### src/rtl/tm1638_pkg.sv
// Shared constants, state type and key-stream helper for the TM1638 responder.
package tm1638_pkg;

    localparam logic [1:0] CMD_DATA = 2'b01;
    localparam logic [1:0] CMD_CTRL = 2'b10;
    localparam logic [1:0] CMD_ADDR = 2'b11;
    localparam int unsigned RAM_DEPTH = 16;
    localparam int unsigned KEY_BYTES = 4;

    typedef enum logic [2:0] {IDLE, CMD, WDATA, RDATA, IGNORE} tm_state_t;

    // Bit idx of the 32-bit key stream: byte i = {3'b0, k[i+4], 3'b0, k[i]}.
    function automatic logic key_bit(input logic [7:0] k, input logic [4:0] idx);
        logic result;
        result = 1'b0;
        if (idx[2:0] == 3'd0) begin
            result = k[{1'b0, idx[4:3]}];
        end else if (idx[2:0] == 3'd4) begin
            result = k[{1'b1, idx[4:3]}];
        end
        return result;
    endfunction

endpackage

### src/rtl/tm1638_responder_if.sv
// Three-wire TM1638 link (STB/CLK/DIO) with split DIO drive for the responder side.
interface tm1638_responder_if;

    logic tm_strobe;
    logic tm_clock;
    logic tm_dio_in;
    logic tm_dio_out;
    logic tm_dio_oe;

    modport master (
        output tm_strobe,
        output tm_clock,
        output tm_dio_in,
        input  tm_dio_out,
        input  tm_dio_oe
    );

    modport slave (
        input  tm_strobe,
        input  tm_clock,
        input  tm_dio_in,
        output tm_dio_out,
        output tm_dio_oe
    );

endinterface

### src/rtl/tm_sync_edge.sv
// Multi-flop synchronizer with edge detect; resets to the idle-high link level.
module tm_sync_edge #(
    parameter int unsigned SYNC_STAGES = 2
) (
    input  logic clock,
    input  logic reset,
    input  logic din,
    output logic sync,
    output logic rise,
    output logic fall
);

    logic [SYNC_STAGES-1:0] stages_q;
    logic                   prev_q;

    always_ff @(posedge clock or posedge reset) begin
        if (reset) begin
            stages_q <= '1;
            prev_q   <= 1'b1;
        end else begin
            stages_q <= {stages_q[SYNC_STAGES-2:0], din};
            prev_q   <= stages_q[SYNC_STAGES-1];
        end
    end

    assign sync = stages_q[SYNC_STAGES-1];
    assign rise = sync & ~prev_q;
    assign fall = ~sync & prev_q;

endmodule

### src/rtl/tm1638_responder.sv
// TM1638 device-side responder: decodes the oversampled link, holds display RAM,
// and serializes latched key bytes on read commands.
module tm1638_responder
    import tm1638_pkg::*;
#(
    parameter int unsigned SYNC_STAGES = 2
) (
    input  logic                clock,
    input  logic                reset,
    tm1638_responder_if.slave   link,
    input  logic [7:0]          keys,
    output logic [7:0]          display0,
    output logic [7:0]          display1,
    output logic [7:0]          display2,
    output logic [7:0]          display3,
    output logic [7:0]          display4,
    output logic [7:0]          display5,
    output logic [7:0]          display6,
    output logic [7:0]          display7,
    output logic [7:0]          leds,
    output logic [2:0]          brightness,
    output logic                display_on,
    output logic                update
);

    logic stb_sync, stb_rise, stb_fall;
    logic clk_sync, clk_rise, clk_fall;
    logic dio_sync, dio_rise, dio_fall;

    tm_sync_edge #(.SYNC_STAGES(SYNC_STAGES)) u_sync_stb (
        .clock(clock), .reset(reset), .din(link.tm_strobe),
        .sync(stb_sync), .rise(stb_rise), .fall(stb_fall)
    );
    tm_sync_edge #(.SYNC_STAGES(SYNC_STAGES)) u_sync_clk (
        .clock(clock), .reset(reset), .din(link.tm_clock),
        .sync(clk_sync), .rise(clk_rise), .fall(clk_fall)
    );
    tm_sync_edge #(.SYNC_STAGES(SYNC_STAGES)) u_sync_dio (
        .clock(clock), .reset(reset), .din(link.tm_dio_in),
        .sync(dio_sync), .rise(dio_rise), .fall(dio_fall)
    );

    logic unused_sync;
    assign unused_sync = ^{stb_sync, clk_sync, dio_rise, dio_fall};

    tm_state_t  state_q, state_d;
    logic [2:0] bit_cnt_q, bit_cnt_d;
    logic [7:0] shift_q, shift_d;
    logic [3:0] addr_q, addr_d;
    logic       fixed_q, fixed_d;
    logic [7:0] key_q, key_d;
    logic [5:0] rd_idx_q, rd_idx_d;
    logic       dio_out_q, dio_out_d;
    logic       oe_q, oe_d;
    logic       update_q, update_d;
    logic [2:0] brightness_q, brightness_d;
    logic       display_on_q, display_on_d;
    logic [7:0] ram_q [RAM_DEPTH];
    logic       ram_we;
    logic [7:0] full_byte;
    logic       byte_done;

    // LSB first: the newest bit enters at the top and shifts down.
    assign full_byte = {dio_sync, shift_q[7:1]};
    assign byte_done = clk_rise && (bit_cnt_q == 3'd7);

    always_comb begin
        state_d      = state_q;
        bit_cnt_d    = bit_cnt_q;
        shift_d      = shift_q;
        addr_d       = addr_q;
        fixed_d      = fixed_q;
        key_d        = key_q;
        rd_idx_d     = rd_idx_q;
        dio_out_d    = dio_out_q;
        oe_d         = oe_q;
        update_d     = 1'b0;
        brightness_d = brightness_q;
        display_on_d = display_on_q;
        ram_we       = 1'b0;

        // STB edges take priority so a byte finishing as STB rises is dropped.
        if (stb_rise) begin
            state_d   = IDLE;
            bit_cnt_d = '0;
            oe_d      = 1'b0;
            dio_out_d = 1'b1;
        end else if (stb_fall) begin
            state_d   = CMD;
            bit_cnt_d = '0;
            oe_d      = 1'b0;
            dio_out_d = 1'b1;
        end else begin
            if (clk_rise && state_q != IDLE) begin
                shift_d   = full_byte;
                bit_cnt_d = bit_cnt_q + 3'd1;
            end
            unique case (state_q)
                CMD: begin
                    if (byte_done) begin
                        unique case (full_byte[7:6])
                            CMD_DATA: begin
                                fixed_d = full_byte[2];
                                if (full_byte[1]) begin
                                    key_d    = keys;
                                    rd_idx_d = '0;
                                    state_d  = RDATA;
                                end else begin
                                    state_d = IGNORE;
                                end
                            end
                            CMD_ADDR: begin
                                addr_d  = full_byte[3:0];
                                state_d = WDATA;
                            end
                            CMD_CTRL: begin
                                display_on_d = full_byte[3];
                                brightness_d = full_byte[2:0];
                                state_d      = IGNORE;
                            end
                            default: state_d = IGNORE;
                        endcase
                    end
                end
                WDATA: begin
                    if (byte_done) begin
                        ram_we   = 1'b1;
                        update_d = 1'b1;
                        if (!fixed_q) addr_d = addr_q + 4'd1;
                    end
                end
                RDATA: begin
                    // rd_idx saturates at 32 so bytes past the fourth read as zero.
                    if (clk_fall) begin
                        oe_d = 1'b1;
                        if (rd_idx_q[5]) begin
                            dio_out_d = 1'b0;
                        end else begin
                            dio_out_d = key_bit(key_q, rd_idx_q[4:0]);
                            rd_idx_d  = rd_idx_q + 6'd1;
                        end
                    end
                end
                default: ;
            endcase
        end
    end

    always_ff @(posedge clock or posedge reset) begin
        if (reset) begin
            state_q      <= IDLE;
            bit_cnt_q    <= '0;
            shift_q      <= '0;
            addr_q       <= '0;
            fixed_q      <= 1'b0;
            key_q        <= '0;
            rd_idx_q     <= '0;
            dio_out_q    <= 1'b1;
            oe_q         <= 1'b0;
            update_q     <= 1'b0;
            brightness_q <= '0;
            display_on_q <= 1'b0;
            for (int i = 0; i < RAM_DEPTH; i++) ram_q[i] <= '0;
        end else begin
            state_q      <= state_d;
            bit_cnt_q    <= bit_cnt_d;
            shift_q      <= shift_d;
            addr_q       <= addr_d;
            fixed_q      <= fixed_d;
            key_q        <= key_d;
            rd_idx_q     <= rd_idx_d;
            dio_out_q    <= dio_out_d;
            oe_q         <= oe_d;
            update_q     <= update_d;
            brightness_q <= brightness_d;
            display_on_q <= display_on_d;
            if (ram_we) ram_q[addr_q] <= full_byte;
        end
    end

    assign link.tm_dio_out = dio_out_q;
    assign link.tm_dio_oe  = oe_q;
    assign update          = update_q;
    assign brightness      = brightness_q;
    assign display_on      = display_on_q;

    assign display0 = ram_q[0];
    assign display1 = ram_q[2];
    assign display2 = ram_q[4];
    assign display3 = ram_q[6];
    assign display4 = ram_q[8];
    assign display5 = ram_q[10];
    assign display6 = ram_q[12];
    assign display7 = ram_q[14];

    for (genvar g = 0; g < 8; g++) begin : g_led
        assign leds[g] = ram_q[2*g+1][0];
    end

endmodule

### src/flat_wrapper.sv
// flat-port wrapper written by rule: the top's interface ports become plain ports
module tm1638_responder_flat import tm1638_pkg::*;
#(
    parameter int unsigned SYNC_STAGES = 2
)
  (clock, reset, keys, display0, display1, display2, display3, display4, display5, display6, display7, leds, brightness, display_on, update, link_tm_strobe, link_tm_clock, link_tm_dio_in, link_tm_dio_out, link_tm_dio_oe);
  tm1638_responder_if link_i ();
  input  logic clock;
  input  logic reset;
  input  logic [7:0] keys;
  output logic [7:0] display0;
  output logic [7:0] display1;
  output logic [7:0] display2;
  output logic [7:0] display3;
  output logic [7:0] display4;
  output logic [7:0] display5;
  output logic [7:0] display6;
  output logic [7:0] display7;
  output logic [7:0] leds;
  output logic [2:0] brightness;
  output logic display_on;
  output logic update;
  input wire logic [$bits(link_i.tm_strobe)-1:0] link_tm_strobe;
  input wire logic [$bits(link_i.tm_clock)-1:0] link_tm_clock;
  input wire logic [$bits(link_i.tm_dio_in)-1:0] link_tm_dio_in;
  output wire logic [$bits(link_i.tm_dio_out)-1:0] link_tm_dio_out;
  output wire logic [$bits(link_i.tm_dio_oe)-1:0] link_tm_dio_oe;
  assign link_i.tm_strobe = link_tm_strobe;
  assign link_i.tm_clock = link_tm_clock;
  assign link_i.tm_dio_in = link_tm_dio_in;
  assign link_tm_dio_out = link_i.tm_dio_out;
  assign link_tm_dio_oe = link_i.tm_dio_oe;
  tm1638_responder #(.SYNC_STAGES(SYNC_STAGES)) u_core (.clock(clock), .reset(reset), .link(link_i), .keys(keys), .display0(display0), .display1(display1), .display2(display2), .display3(display3), .display4(display4), .display5(display5), .display6(display6), .display7(display7), .leds(leds), .brightness(brightness), .display_on(display_on), .update(update));
endmodule
### config.mk
export PLATFORM = sky130hd
export DESIGN_NAME = tm1638_responder_flat
export DESIGN_NICKNAME = d
export VERILOG_FILES = /design/src/rtl/tm1638_pkg.sv /design/src/rtl/tm1638_responder_if.sv /design/src/rtl/tm_sync_edge.sv /design/src/rtl/tm1638_responder.sv /design/src/flat_wrapper.sv
export SDC_FILE = /design/constraint.sdc
export NUM_CORES = 1
export LEC_CHECK = 0
export ABC_AREA = 0
export CORE_UTILIZATION = 25
export DETAILED_ROUTE_END_ITERATION = 10
export GPL_TIMING_DRIVEN = 0
export PLACE_DENSITY_LB_ADDON = 0.08
export SLEW_MARGIN = 20
export SYNTH_ARGS = -nofsm -noshare
export SYNTH_HDL_FRONTEND = slang
export SYNTH_SLANG_ARGS = --single-unit
### constraint.sdc
create_clock -name clock -period 9.01 [get_ports clock]
set_clock_uncertainty 0.1 [all_clocks]
set_input_delay 1.802 -clock clock [delete_from_list [all_inputs] [get_ports clock]]
set_output_delay 1.802 -clock clock [all_outputs]
set_load 0.05 [all_outputs]
Word level (Yosys, flattened, before mapping)
Cells that the tools add are included.
{"block": "word_totals", "elab_cells": 131, "out_inout_bits": 79, "in_bits": 13, "reg_bits": 176}
{"block": "classes", "n_reduce_logical": 21, "n_lt_le_gt_ge": 4, "n_bitwise": 11, "muxes": 42, "n_eq_ne": 16, "addsub": 3}
{"cell": "bitwise mux 128 bit", "n": 1}
{"cell": "demux 8 bit (select 4 bit)", "n": 1}
{"cell": "two-way mux 6 bit", "n": 5}
{"cell": "two-way mux 3 bit", "n": 8}
{"cell": "nonzero test 3 bit", "n": 6}
{"cell": "two-way mux 1 bit", "n": 17}
{"cell": "two-way mux 4 bit", "n": 4}
{"cell": "AND reduction 7 bit", "n": 2}
{"cell": "inequality test 2 x 1 -> 1 bit (second input constant)", "n": 6}
{"cell": "case mux 6 bit (2 select lines)", "n": 1}
{"cell": "AND reduction 5 bit", "n": 2}
{"cell": "two-way mux 8 bit", "n": 1}
{"cell": "case mux 4 bit (2 select lines)", "n": 1}
{"cell": "AND reduction 8 bit", "n": 1}
{"cell": "adder 6 x 1 -> 6 bit (second input constant)", "n": 1}
{"cell": "== test 3 x 2 -> 1 bit (second input constant)", "n": 2}
{"cell": "== test 3 bit (second input constant)", "n": 2}
{"cell": "inverter 1 bit", "n": 6}
{"cell": "case mux 3 bit (2 select lines)", "n": 1}
{"cell": "AND reduction 6 bit", "n": 1}
{"cell": ">= comparator 5 bit (second input constant)", "n": 1}
{"cell": "less-than comparator 5 x 1 -> 1 bit (second input constant)", "n": 1}
{"cell": "inverter 4 -> 5 bit", "n": 1}
{"cell": "adder 4 x 1 -> 4 bit (second input constant)", "n": 1}
{"cell": "14 further kinds", "n": 24}

Longest topological paths before layout
{"block": "depth", "depth_word": 9, "depth_mapped": 7, "depth_no_buf": 6}

Cells and area by module
A second synthesis with hierarchy kept.
{"block": "unflattened", "hier_cells": 365, "hier_area_um2": 5042.3}
{"module": "tm1638_responder", "area_each_um2": 4749.6, "n_inst": 1, "cells_per_inst": 347}
{"module": "tm_sync_edge", "area_each_um2": 97.6, "n_inst": 3, "cells_per_inst": 6}

Worst setup path before layout
No wires, ideal clock.
{"block": "synth_timing", "kind": "reg2out", "startpoint": "register u_core.dio_out_q (netlist: u_core.link.tm_dio_out)", "endpoint": "output port link_tm_dio_out", "path_stages_with_launch": 1, "n_path_buf": 0, "required_time_ns": 7.108, "path_slack_ns": 6.444, "t_arrival_ns": 0.664, "cell_sequence": "dfstp_2"}
{"item": "from (decl)", "line_no": "tm1638_responder.sv:53", "rtl": "logic dio_out_q, dio_out_d;"}
{"item": "from (signal assigned)", "line_no": "tm1638_responder.sv:172", "rtl": "dio_out_q <= dio_out_d;"}
{"item": "to (decl)", "line_no": "flat_wrapper.sv:26", "rtl": "output wire logic [$bits(link_i.tm_dio_out)-1:0] link_tm_dio_out;"}
No word-level cell between the ends.

Worst setup path after layout
{"block": "layout_timing", "startpoint": "register u_core.dio_out_q (netlist: u_core.link.tm_dio_out)", "endpoint": "output port link_tm_dio_out"}
No word-level cell between the ends.

==> summary.md <==
| Metric | Value |
|---|---|
| Clock-pin slew on the worst setup and hold paths | `0.06 ns` |
| Yosys warnings | `0` |
| Max_cap viols | `0` |
| # diodes | `0` |
| Syn Area/Cell | `roughly 14 um^2` |
| CTS H-Tree Depth | `4` |
| Crit. Startpoint | `u_core.link.tm_dio_out` |
| # setup viols final | `0` |
| Max Slew Vio Count | `0` |
| Post-DR wirelength/cell | `around 17 um` |
| Die H | `144.7 um` |
| Commonest non-fill, non-tap cell in the layout | `dfrtp_1` |
| Synth Net Count | `384` |
| Power density over the cells | `196.8 nW/um^2` |
| DRC Markers | `0` |
| Hold Buf Count CTS | `0` |
| Initial Utilization | `25.81%` |
| Post-DR vias/cell | `4.363` |
| Die X | `144.7 um` |
| Netlist cell types | `45` |
| Global-route usage over all layers | `13.52%` |
| Vias | `3272` |
| Post-synth EDFFs | `0` |
| Status | `finished, final reports clean` |
| WP data required | `between 7 and 8 ns` |
| Crit path kind | `reg -> out` |
| Layout area overhead | `37.64%` |
| Worst skew pair latency | `0.42 ns` |
| Most frequent cells in the layout | `dfrtp_1, mux2_2, clkdlybuf4s50_1` |
| Root buffer cell | `clkbuf_16` |
| Ys flop type | `dfrtp_1` |
| Reg2reg setup slack | `6.20 ns` |
| CP Launch Type | `flip-flop` |
| Critical path's slowest cell | `clkdlybuf4s50_1` |
| Sink Count | `about 120` |
| Routed WL | `12850 um` |
| Tmin final | `between 3 and 4 ns` |
| Vias in the first global route | `between 3k and 4k` |
| Aggregate global routing overflow | `0` |
| RR Startpoint | `u_core.u_sync_stb.stages_q[1]` |
| R2R cell count | `6` |
| Crit path DAT | `1.74 ns` |
| Sequential area share after synthesis | `58.73%` |
| # nets final | `between 400 and 500` |
| DRT iter0 DRCs | `roughly 110` |
| Critical Path Stages | `1` |
| Register bit total from synthesis | `119` |
| First-pass GRT wire length | `20470 um` |
| Final Hold Viols | `0` |
| Die ar. | `20930 um^2` |
| Area of the core | `19720 um^2` |
| Mapped cell area | `5090 um^2` |
| Drt pass-1 iters | `4` |
| Fmax | `around 0.27 GHz` |
| Max incr delay on CP | `approximately 0.79 ns` |
| R2R Path End | `u_core.display6[7]` |
| Hold WC Path Type | `reg -> reg` |
| Worst-path cell chain | `clkdlybuf4s50_1` |
| Largest net degree at the start of global routing | `79` |
| CP top delay family | `buffers and inverters` |
| Slew HR | `48.76%` |
| Fraction of registers with async set/reset | `100.0%` |
| CTS tree | `done` |
| CP max FO | `2` |
| Crit path to | `link_tm_dio_out` |
| Row count | `51` |
| Crit. End Element | `primary output` |
| Setup bufs post-CTS | `0` |
| Worst-Margin Slew | `0.7658 ns` |
| Gpl congestion | `0.7170` |
| IO Pins | `92` |
| Power Total | `1.379 mW` |
| Setup TNS | `0 ns` |
| RSZ-0062 raised after global routing | `no` |
| Hpwl dp | `8539 um` |
| Post-CTS sizing | `0` |
| Final period util | `40.44%` |
| Maximum vdd ir drop | `approximately 120 uV` |
| Placed Cells | `a little over 700` |
| Post-Layout Cell Count | `between 700 and 800` |
| Final ANT Viol Nets | `0` |
| Share of cells above drive strength 1 | `32.78%` |
| Initial antenna violation count | `0` |
| CTS buffer count | `17` |
| Syn Inst Count | `about 360` |
| Bufs on Longest Clock Path | `2` |
| Port Buf Inserts | `91` |
| Crit path buf inv count | `1` |
| Util after Layout | `35.53%` |
| Leak | `~3 nW` |
## Yosys cell counts (3+ instances only)
library cell | n | area, um^2
a21oi_1 | 6 | 30.03
nand4b_1 | 3 | 26.28
nor3_1 | 5 | 25.02
buf_1 | 4 | 15.01
nand2_1 | 7 | 26.28
o21ai_0 | 11 | 55.05
o31ai_1 | 5 | 37.54
nand2b_1 | 5 | 31.28
nor2_2 | 6 | 37.54
inv_1 | 9 | 33.78
ha_1 | 10 | 125.1
mux2_2 | 94 | 1059
clkbuf_1 | 10 | 37.54
nand3b_1 | 4 | 30.03
nor2_1 | 16 | 60.06
dfstp_2 | 9 | 236.5
nand3_1 | 10 | 50.05
dfrtp_1 | 110 | 2753
mux2i_1 | 3 | 30.03
## per-stage QoR
stage	worst slack (ns)	hold slack (ns)	instance area, um^2
finish	5.367	0.2587	7005
global route	5.314	0.2656	7005
CTS	5.339	0.2625	7005
detailed placement	5.791	0.2496	6367
global placement	1.948	0.2496	6332
floorplan	3.965	0.2452	5090
## report_power, final
group          internal [mW]  total, mW  switching, mW
logic                 0.0267     0.0729         0.0462
clock network          0.472      0.730          0.259
registers              0.550      0.575         0.0252
total                   1.05       1.38          0.330
## worst min path at each step
stage | to | start | cells past startpoint
floorplan | u_core.u_sync_clk.stages_q[1] | u_core.u_sync_clk.stages_q[0] | 0
global placement | u_core.u_sync_dio.stages_q[1] | u_core.u_sync_dio.stages_q[0] | 0
detailed placement | u_core.u_sync_dio.stages_q[1] | u_core.u_sync_dio.stages_q[0] | 0
CTS | u_core.u_sync_dio.stages_q[1] | u_core.u_sync_dio.stages_q[0] | 0
global route | u_core.u_sync_clk.stages_q[1] | u_core.u_sync_clk.stages_q[0] | 0
finish | u_core.u_sync_dio.stages_q[1] | u_core.u_sync_dio.stages_q[0] | 0
## cell type report
class	count	area (um^2)
Timing Repair Buffer	92	938.4
Sequential cell	119	2989
Multi-Input combinational cell	218	2003
Buffer	15	63.81
Tap cell	265	331.6
Fill cell	1887	12710
Clock buffer	18	439.2
Inverter	9	41.29
Clock inverter	14	198.9
## flip-flops by register name, indices dropped and copies added (netlist names), 3 cells and up
register,count
u_core.addr_q,4
u_core.bit_cnt_q,3
u_core.brightness,3
u_core.display0,8
u_core.display1,8
u_core.display2,8
u_core.display3,8
u_core.display4,8
u_core.display5,8
u_core.display6,8
u_core.display7,8
u_core.key_q,8
u_core.leds,8
u_core.rd_idx_q,6
u_core.shift_q,7
u_core.state_q,3
## kinds of logic after synthesis
logic type | synth area share [%]
AOI/OAI and AO/OA | 4.253
xor gates and xnor gates | 0.1721
adders and majority gates | 2.458
buffers and inverters | 1.917
DFF | 58.73
muxes | 22.27
and+or+nand+nor | 10.20
## layer usage
metal	vias to the layer above	wire (um)	global-route usage, %
li1	1527	-	-
met1	1660	6052	17.52
met2	68	5864	20.12
met3	17	677	4.969
met4	0	257	5.873
met5	-	0	0
No activity file was read; power rests on OpenSTA's default activity.
